$ cat src/rtl/switch_stream.sv
// Streaming word switch: per-word swap/reverse/rotl1/AUTO transform into a DEPTH-entry output FIFO.
// Optional AUTO resolution counters are built when SWITCH_STATS_EN is defined.
module switch_stream #(
    parameter int unsigned W     = 8,
    parameter int unsigned DEPTH = 2
) (
    input  logic         clk,
    input  logic         rst_n,
    input  logic         in_valid,
    output logic         in_ready,
    input  logic [W-1:0] in_data,
    input  logic [1:0]   in_mode,
    output logic         out_valid,
    input  logic         out_ready,
    output logic [W-1:0] out_data,
    output logic [1:0]   out_op,
    output logic [15:0]  auto_swap_cnt,
    output logic [15:0]  auto_rev_cnt
);

    localparam int unsigned AW = $clog2(DEPTH);
    localparam int unsigned CW = AW + 1;

    localparam logic [1:0] MODE_AUTO = 2'b00;
    localparam logic [1:0] MODE_SWAP = 2'b01;
    localparam logic [1:0] MODE_REV  = 2'b10;

    localparam logic [1:0] OP_SWAP = 2'b00;
    localparam logic [1:0] OP_REV  = 2'b01;
    localparam logic [1:0] OP_ROTL = 2'b10;

    typedef struct packed {
        logic [1:0]   op;
        logic [W-1:0] data;
    } entry_t;

    entry_t         mem [DEPTH];
    logic [AW-1:0]  rd_ptr, wr_ptr, rd_n, wr_n;
    logic [CW-1:0]  cnt, cnt_n;
    logic           push, pop, uniform;
    logic [W-1:0]   swp, rev, rot;
    entry_t         xf, head;

    // Candidate transforms and mode resolution
    always_comb begin
        swp     = {in_data[W/2-1:0], in_data[W-1:W/2]};
        rev     = {<<{in_data}};
        rot     = {in_data[W-2:0], in_data[W-1]};
        uniform = (in_data == '0) || (in_data == '1);
        xf      = '{op: OP_SWAP, data: swp};
        case (in_mode)
            MODE_AUTO: xf = uniform ? '{op: OP_REV, data: rev} : '{op: OP_SWAP, data: swp};
            MODE_SWAP: xf = '{op: OP_SWAP, data: swp};
            MODE_REV:  xf = '{op: OP_REV,  data: rev};
            default:   xf = '{op: OP_ROTL, data: rot};
        endcase
    end

    assign push = in_valid && in_ready;
    assign pop  = out_valid && out_ready;

    // Next pointer/occupancy state; the new head bypasses memory when it is the word being written
    always_comb begin
        rd_n  = rd_ptr;
        wr_n  = wr_ptr;
        cnt_n = cnt;
        if (push) wr_n = wr_ptr + AW'(1);
        if (pop)  rd_n = rd_ptr + AW'(1);
        case ({push, pop})
            2'b10:   cnt_n = cnt + CW'(1);
            2'b01:   cnt_n = cnt - CW'(1);
            default: cnt_n = cnt;
        endcase
        head = (push && (wr_ptr == rd_n)) ? xf : mem[rd_n];
    end

    always_ff @(posedge clk) begin
        if (push) mem[wr_ptr] <= xf;
    end

    always_ff @(posedge clk or negedge rst_n) begin
        if (!rst_n) begin
            rd_ptr    <= '0;
            wr_ptr    <= '0;
            cnt       <= '0;
            out_valid <= 1'b0;
            in_ready  <= 1'b1;
            out_data  <= '0;
            out_op    <= OP_SWAP;
        end else begin
            rd_ptr    <= rd_n;
            wr_ptr    <= wr_n;
            cnt       <= cnt_n;
            out_valid <= (cnt_n != '0);
            in_ready  <= (cnt_n != CW'(DEPTH));
            if (cnt_n != '0) begin
                out_data <= head.data;
                out_op   <= head.op;
            end
        end
    end

`ifdef SWITCH_STATS_EN
    // Saturating AUTO resolution counters
    always_ff @(posedge clk or negedge rst_n) begin
        if (!rst_n) begin
            auto_swap_cnt <= '0;
            auto_rev_cnt  <= '0;
        end else if (push && (in_mode == MODE_AUTO)) begin
            if (uniform) begin
                if (auto_rev_cnt != 16'hFFFF) auto_rev_cnt <= auto_rev_cnt + 16'd1;
            end else begin
                if (auto_swap_cnt != 16'hFFFF) auto_swap_cnt <= auto_swap_cnt + 16'd1;
            end
        end
    end
`else
    assign auto_swap_cnt = 16'h0000;
    assign auto_rev_cnt  = 16'h0000;
`endif

endmodule

$ cat config.mk
export PLATFORM = sky130hd
export DESIGN_NAME = switch_stream
export DESIGN_NICKNAME = d
export VERILOG_FILES = /design/src/rtl/switch_stream.sv
export SDC_FILE = /design/constraint.sdc
export NUM_CORES = 1
export LEC_CHECK = 0
export CAP_MARGIN = 15
export CORE_MARGIN = 1
export CORE_UTILIZATION = 43
export DETAILED_ROUTE_END_ITERATION = 10
export PLACE_DENSITY_LB_ADDON = 0.1
export SYNTH_ARGS = -nofsm -noshare
export SYNTH_HDL_FRONTEND = slang
export SYNTH_SLANG_ARGS = --single-unit
$ cat constraint.sdc
create_clock -name clk -period 2 [get_ports clk]
set_input_delay 0.4 -clock clk [delete_from_list [all_inputs] [get_ports clk]]
set_output_delay 0.4 -clock clk [all_outputs]
set_load 0.03 [all_outputs]
Word-level counts from Yosys, hierarchy flattened. Memory sizes are Yosys's and may differ from the RTL's. A register that Yosys moved wholly into a read port is not among the register bits. Index checks and enable logic that the tools add are counted. Widths: inputs -> output; s select.

Add/sub/neg operators: 4. Multipliers: 0. Div/mod/pow operators: 0. Magnitude comparators: 0. Eq/ne operators: 6. Shift operators: 0. Multiplexer cells: 6. Bitwise operators: 0. Reductions and logical operators: 7.

Operators with widths (count): $pmux 10 s3 (1); $mux 9 (1); $eq 8x8->1 const B (1); $logic_not 8->1 (1); $eq 2x1->1 const B (2); $eq 2x2->1 const B (2); $pmux 2 s2 (1); $mux 1 (3); $add 1x1->1 const B (2); $add 2x1->2 const B (1); $logic_and 1x1->1 (2); $logic_not 2->1 (1); $ne 2x2->1 const B (1); $reduce_bool 2->1 (1); $sub 2x1->2 const B (1); $logic_not 1->1 (1); $logic_or 1x1->1 (1).

Flip-flop bits (word level): 6. Latch bits: 0. Bits in writable memories: 20. Bits in read-only memories: 0. Output and inout bits: 44. Memories: 1.

Memories: mem (words 2, width 10, rd ports 1, clocked after memory_dff 1, wr ports 1, line 37) `entry_t mem [DEPTH];`.

Longest topological paths before layout. Gate-level depths: netlist of run 1.

Depth after elaboration: 4. Depth in mapped cells: 8.

Worst setup path after synthesis of run 1. OpenSTA, ideal clock, no wires.

Path kind: register -> register. Start: register in_ready. End: register out_data[0], read port of mem. Arrival: 2302 ps. Required time: 1936 ps. Slack: -366 ps. Stages on the path, launching flop included: 9. Buffers on the path: 1. Clock period less this slack: 2366 ps. Cells stage by stage: dfstp_2 -> nand2_1 -> ha_1 -> xnor2_1 -> o22ai_1 -> or3_2 -> buf_6 -> nor4b_1 -> a211o_1.

Longest elaborated chain between the ends: 4. Elaborated cells on any way between the ends: 5. Classes of those cells: eq/ne (2); mux (1); reduce/logical (2).

RTL lines: start, declared (line 10) `output logic in_ready,`; start signal, assigned (line 95) `in_ready <= (cnt_n != CW'(DEPTH));`; $logic_and 1x1->1 (*) (line 59) `assign push = in_valid && in_ready;`; $eq 2x1->1 or $eq 2x2->1 (tied branches) (line 69) `case ({push, pop})`; $pmux 2 s2 (*) (line 69); $reduce_bool 2->1 (*) (line 96) `if (cnt_n != '0) begin`; end, declared (line 15) `output logic [W-1:0] out_data,`.

Every way passes the cells marked *; elsewhere a longest branch is shown, timed or not. A chain may end at the register's enable or synchronous reset.

Worst setup path in the final report of run 1. Same ends and word-level chain as after synthesis.

==> results.toml, run 1 <==
[outcome]
status = "finished with violations"
violations = "design-rule violations, negative setup slack"

[pwr]
ir_drop_uv = 462.3
p_clk_frac = 0.133
seqPwrFrac = 0.312
total_leakage_power_uw = 0.001131
power_uw = 3971
p_sw_frac = 0.3836
switchingPower_uw = 1523
intPower_uw = 2448
comb_power_share = 0.555
pwr_density_cell_mw_per_mm2 = 1480

[global_routing]
grt_pass1_wl_um = 7113
grt_use_total = 0.1880
gr-total-overflow = 0
antenna_found_initial = 0
grt_max_degree = 17
grt_pass1_vias = 1440

[placed_design]
dp.final_hpwl_um = 3357
pre_cts_slack_ns = -0.5518
gp_congestion = 0.9328
port_buffers = 25

[drt]
via_per_inst = 5.052
antenna_left = 0
drt_wl_total_um = 4517
drt_iter0_drc = 88
vias = 1445
drc_errors = 6
first_pass_iters = 7
wl_per_cell_um = 15.79

[floorplanning]
dieArea_mm2 = 0.005001
initial_core_util = 0.4569
die_h_um = 70.72
num_rows = 24
boundaryPins = 58
core-area_mm2 = 0.004444
die_x_um = 70.72

[min_path]
holdCritPathClass = "primary input to async pin"

[synth]
avgSynthCellArea_um2 = 11.54
synth_cell_types = 46
synth.cell_area_mm2 = 0.002031
ys_ff_latch = 36
ys_warn_count = 0
ys_seq_area_frac = 0.4935
synthArstFlopShare = 0.4444
synth_cells = 176
synthFlopType = "edfxtp_1"
synth_edf_count = 20

[clock_network]
ctsRootBufferMaster = "clkbuf_8"
tritoncts = "built"
clock_path_buffers = 2
clkSinkCount = 36
path_clk_slew_ns = 0.07
clk_latency_ns = 0.29
cts_buffers = 5
cts_hold_buf = 0
htreeDepth = 2

[critical_path]
start_kind = "flop"
crit_arrival_ns = 2.25
r2r_cells = 7
crit_path_end_kind = "flop"
cp_max_fo = 6
path_class = "flop to flop"
cp.required_ns = 2.23

[sta]
clock.fmax_ghz = 0.4965
finalSetupViolCount = 2
rsz0062_at_grt = "true"
setup_ws_ns = -0.01408
skew_ns = 0.007163
period_minus_slack_ns = 2.014
hold_viol = 0
slew_viol_final = 0
fin_hold_ws_ns = 0.4293
period_share = 1.007

[final_layout]
syn2layout_area_growth_pct = 32.16
num_antenna_cells = 0
drive_gt1_frac = 0.3419
fin_nets = 248

[flow_run]
maxCapViolCount = 0
## cell usage after synthesis, drive strengths merged (4+ instances only)
| cell type | n | area share |
|---|---|---|
| or3 | 4 | 0.013 |
| dfrtp | 15 | 0.18 |
| and2 | 4 | 0.012 |
| o21ai | 7 | 0.017 |
| buf | 36 | 0.13 |
| nand2 | 10 | 0.018 |
| xnor2 | 4 | 0.017 |
| mux2i | 5 | 0.025 |
| nor2 | 7 | 0.014 |
| edfxtp | 20 | 0.30 |
| mux2 | 11 | 0.061 |
| inv | 7 | 0.013 |
## what timing repair did
item,4_1_cts,5_1_grt
endpoints found under the setup margin,24,8
resized for setup,28,2
pin swaps,9,2
cloned,0,0
setup buffers,1,0
## power groups by stage
stage	logic, µW	clock network, µW	registers (µW)
4_1_cts	2190	544	1240
6_report	2200	528	1240
5_1_grt	2350	573	1260
2_1_floorplan	1190	0	1450
3_5_place_dp	2080	0	1250
3_3_place_gp	2050	0	1220
## cell type report
cell class | instances | area, µm²
multi-input cells | 126 | 1007
well taps | 52 | 65.06
repair buffers | 56 | 486.7
clock buffers | 8 | 90.09
fillers | 388 | 1760
flip-flops and latches | 36 | 1003
inverters | 8 | 31.28
## state kept, by name (all words and copies together), names as in the netlist
register,count
out_valid,1
out_data,8
rd_ptr,1
mem,20
in_ready,1
out_op,2
cnt,2
wr_ptr,1
## critical path, cell delays in order, from the launching register on
cell	delay (ns)
dfstp_2	0.59
nand2_4	0.07
ha_4	0.29
nand2b_4	0.13
o22ai_4	0.09
or3_4	0.43
nor4b_2	0.23
a211o_1	0.12
## path summary, 6_finish.rpt
kind	slack [ns]	endpoint	from
worst min register to register	0.50	out_op[0]	out_op[0]
worst max-delay path	-0.01	out_data[0]	in_ready
max in group asynchronous	1.32	in_ready	rst_n
worst min-delay path	0.43	cnt[1]	rst_n
min in group clk	0.50	out_op[0]	out_op[0]
worst max register to register	-0.01	out_data[0]	in_ready
## per-layer routing
metal	global-route usage	wire (µm)	up-vias
li1	-	-	687
met1	0.2315	2007	712
met2	0.3248	2304	44
met3	0.04416	184	2
met4	0.06444	21	0
met5	0	0	-
## stage by stage
| stage | cells | instance area [µm²] | TNS, ns | utilization |
|---|---|---|---|---|
| global route | 286 | 2684 | -0.2456 | 0.6039 |
| CTS | 286 | 2671 | -0.02138 | 0.6011 |
| detailed placement | 277 | 2485 | -11.41 | 0.5591 |
| floorplan | 207 | 2212 | -0.2077 | - |
| finish | 286 | 2684 | -0.01600 | 0.6039 |
| global placement | 277 | 2485 | -10.18 | 0.5591 |
## placed cells by master (no fill, tap or decap), types with 5 or more instances in the layout
master | Yosys | layout
mux2i_1 | 5 | 5
dlygate4sd2_1 | 0 | 10
nor2_1 | 6 | 6
buf_4 | 32 | 29
conb_1 | 1 | 32
inv_1 | 5 | 5
clkdlybuf4s50_1 | 0 | 15
clkbuf_8 | 1 | 6
o21ai_0 | 7 | 7
nand2_1 | 10 | 9
mux2_2 | 11 | 10
dfrtp_1 | 15 | 14
edfxtp_1 | 20 | 20
## cell families (layout without fill, tap and decap cells)
kind of cell / count (synthesis) / after routing / synth area share
other: 1 / 32 / 0.001847
DFF: 36 / 36 / 0.4935
xor gates and xnor gates: 6 / 6 / 0.03327
muxes: 16 / 16 / 0.08565
buffers and inverters: 45 / 72 / 0.1528
and+or+nand+nor: 41 / 41 / 0.1060
adders and majority gates: 1 / 1 / 0.006160
AOI/OAI and AO/OA: 30 / 30 / 0.1208
(Power assumes the default switching activity.)
==> run 2: changes to the inputs <==
--- a/config.mk
+++ b/config.mk
@@ -10,6 +10,7 @@
 export CORE_UTILIZATION = 43
 export DETAILED_ROUTE_END_ITERATION = 10
 export PLACE_DENSITY_LB_ADDON = 0.1
+export SETUP_SLACK_MARGIN = 0.1
 export SYNTH_ARGS = -nofsm -noshare
 export SYNTH_HDL_FRONTEND = slang
 export SYNTH_SLANG_ARGS = --single-unit
==> results.toml, run 2 (synthesis results as in run 1) <==
[outcome]
status = "finished with violations"
violations = "design-rule violations"

[pwr]
seqPwrFrac = 0.302
p_sw_frac = 0.3854
pwr_density_cell_mw_per_mm2 = 1490
total_leakage_power_uw = 0.001165
switchingPower_uw = 1565
ir_drop_uv = 498.0
intPower_uw = 2496
p_clk_frac = 0.131
comb_power_share = 0.567

[clock_network]
cts_hold_buf = 0
clk_latency_ns = 0.28
path_clk_slew_ns = 0.07
cts_buffers = 5
clkSinkCount = 36
clock_path_buffers = 2
tritoncts = "built"
ctsRootBufferMaster = "clkbuf_8"
htreeDepth = 2

[critical_path]
cp.required_ns = 2.17
crit_arrival_ns = 2.13
r2r_cells = 7
worstSetupPathDepth = 7
crit_path_end_kind = "flop"
path_class = "flop to flop"
path_cells = "nand2_4 > ha_4 > nand2b_4 > o22ai_4 > or3_4 > buf_4 > a2bb2oi_1"
cp.buffers_inverters = 1
start_kind = "flop"
slowest_stage = "dfstp_2"
cp_max_fo = 6
critPathMaxStageDelay_ns = 0.56
critPathTopFamily = "simple AND/OR/NAND/NOR gates"

[sta]
setup_ws_ns = 0.03273
fin_hold_ws_ns = 0.4419
rsz0062_at_grt = "true"
skew_ns = 0.004755
period_minus_slack_ns = 1.967
slew_viol_final = 0
finalSetupViolCount = 0
clock.fmax_ghz = 0.5083
hold_viol = 0
period_share = 0.9836

[drt]
wl_per_cell_um = 15.99
drt_wl_total_um = 4702
drt_iter0_drc = 90
vias = 1512
wirelength_met1_um = 2077
top_layer = "met4"
via_per_inst = 5.143
first_pass_iters = 7
met3_length_um = 200
antenna_left = 0
wl_met2_um = 2363
drc_errors = 3

[placed_design]
port_buffers = 25
dp.final_hpwl_um = 3420
pre_cts_slack_ns = -0.5693
dpl_cell_area_mm2 = 0.002530
gp_congestion = 0.9701

[final_layout]
max_flop_register = "mem"
drive_gt1_frac = 0.3636
largest_reg_flops = 20
final_common_cell = "buf_4"
reg_top3 = "mem (20), out_data (8)"
final_cell_mix = "buf_4, conb_1, edfxtp_1"
syn2layout_area_growth_pct = 34.20
fillers = 365
fin_nets = 256
num_antenna_cells = 0
final_area_mm2 = 0.002725

[floorplanning]
dieArea_mm2 = 0.005001
core-area_mm2 = 0.004444
die_h_um = 70.72
num_rows = 24
die_x_um = 70.72
boundaryPins = 58
initial_core_util = 0.4569

[global_routing]
antenna_found_initial = 0
grt_use_total = 0.2083
gr-total-overflow = 0
grt_pass1_vias = 1588
grt_max_degree = 17
grt_pass1_wl_um = 7935

[flow_run]
maxCapViolCount = 0

[min_path]
holdCritPathClass = "primary input to async pin"
[run 2: cell count changes in the layout (fill, tap and decap cells not counted), moves of 3 or more]
cell,change
o22a_4,-3
a2bb2oi_1,+3
o22a_2,+3
a2bb2oi_2,-3
buf_4,+8
[run 2: through the flow]
step	total power (µW)	TNS, ns	std cells	util
after global routing	4303	-0.1599	294	0.6132
final	4060	0	294	0.6132
after global placement	3338	-10.57	282	0.5693
after CTS	4039	-0.02786	294	0.6033
after floorplan	2644	-0.2050	207	-
after detailed placement	3400	-12.24	282	0.5693
[run 2: repair_timing]
item,4_1_cts,5_1_grt
resized for setup,21,9
endpoints found under the hold margin,0,0
pin swaps,16,7
gates cloned,1,0
buffers inserted,3,0
endpoints found under the setup margin,27,13
[run 2: area by class of cell]
class                      count  area, µm²  area share
clock buffer                   8      90.09     0.03306
multi-input combinational    126      999.7      0.3669
timing repair inverter         1      6.256    0.002296
inverter                       8      35.03     0.01286
sequential                    36       1003      0.3682
tap                           52      65.06     0.02388
timing repair buffer          63      525.5      0.1928
[run 2: worst paths after layout]
path	slack (ns)	start	to
max reg2reg	0.03	in_ready	out_data[5]
min in group clk	0.49	out_op[0]	out_op[0]
min reg2reg	0.49	out_op[0]	out_op[0]
max in group asynchronous	1.29	rst_n	in_ready
max	0.03	in_ready	out_data[5]
min	0.44	rst_n	out_data[7]
[run 2: metal layers]
layer  track usage  up-vias
met5             0        -
met4       0.08222        0
met3       0.04274        6
met2        0.3579       60
met1        0.2576      742
li1              -      704
[run 2: worst reg2reg max path: cells and delay by family, from the launching register on]
| kind | cells | cell delay (ns) |
|---|---|---|
| fa+ha+maj | 1 | 0.28 |
| buf+inv | 1 | 0.17 |
| simple gates | 3 | 0.64 |
| flops | 1 | 0.56 |
| compound gates | 2 | 0.19 |
[run 2: power groups by stage]
stage	clock network, µW	logic [µW]	registers [µW]
2_1_floorplan	0	1200	1450
3_3_place_gp	0	2120	1220
3_5_place_dp	0	2160	1240
4_1_cts	539	2280	1220
5_1_grt	574	2480	1250
6_report	531	2300	1230
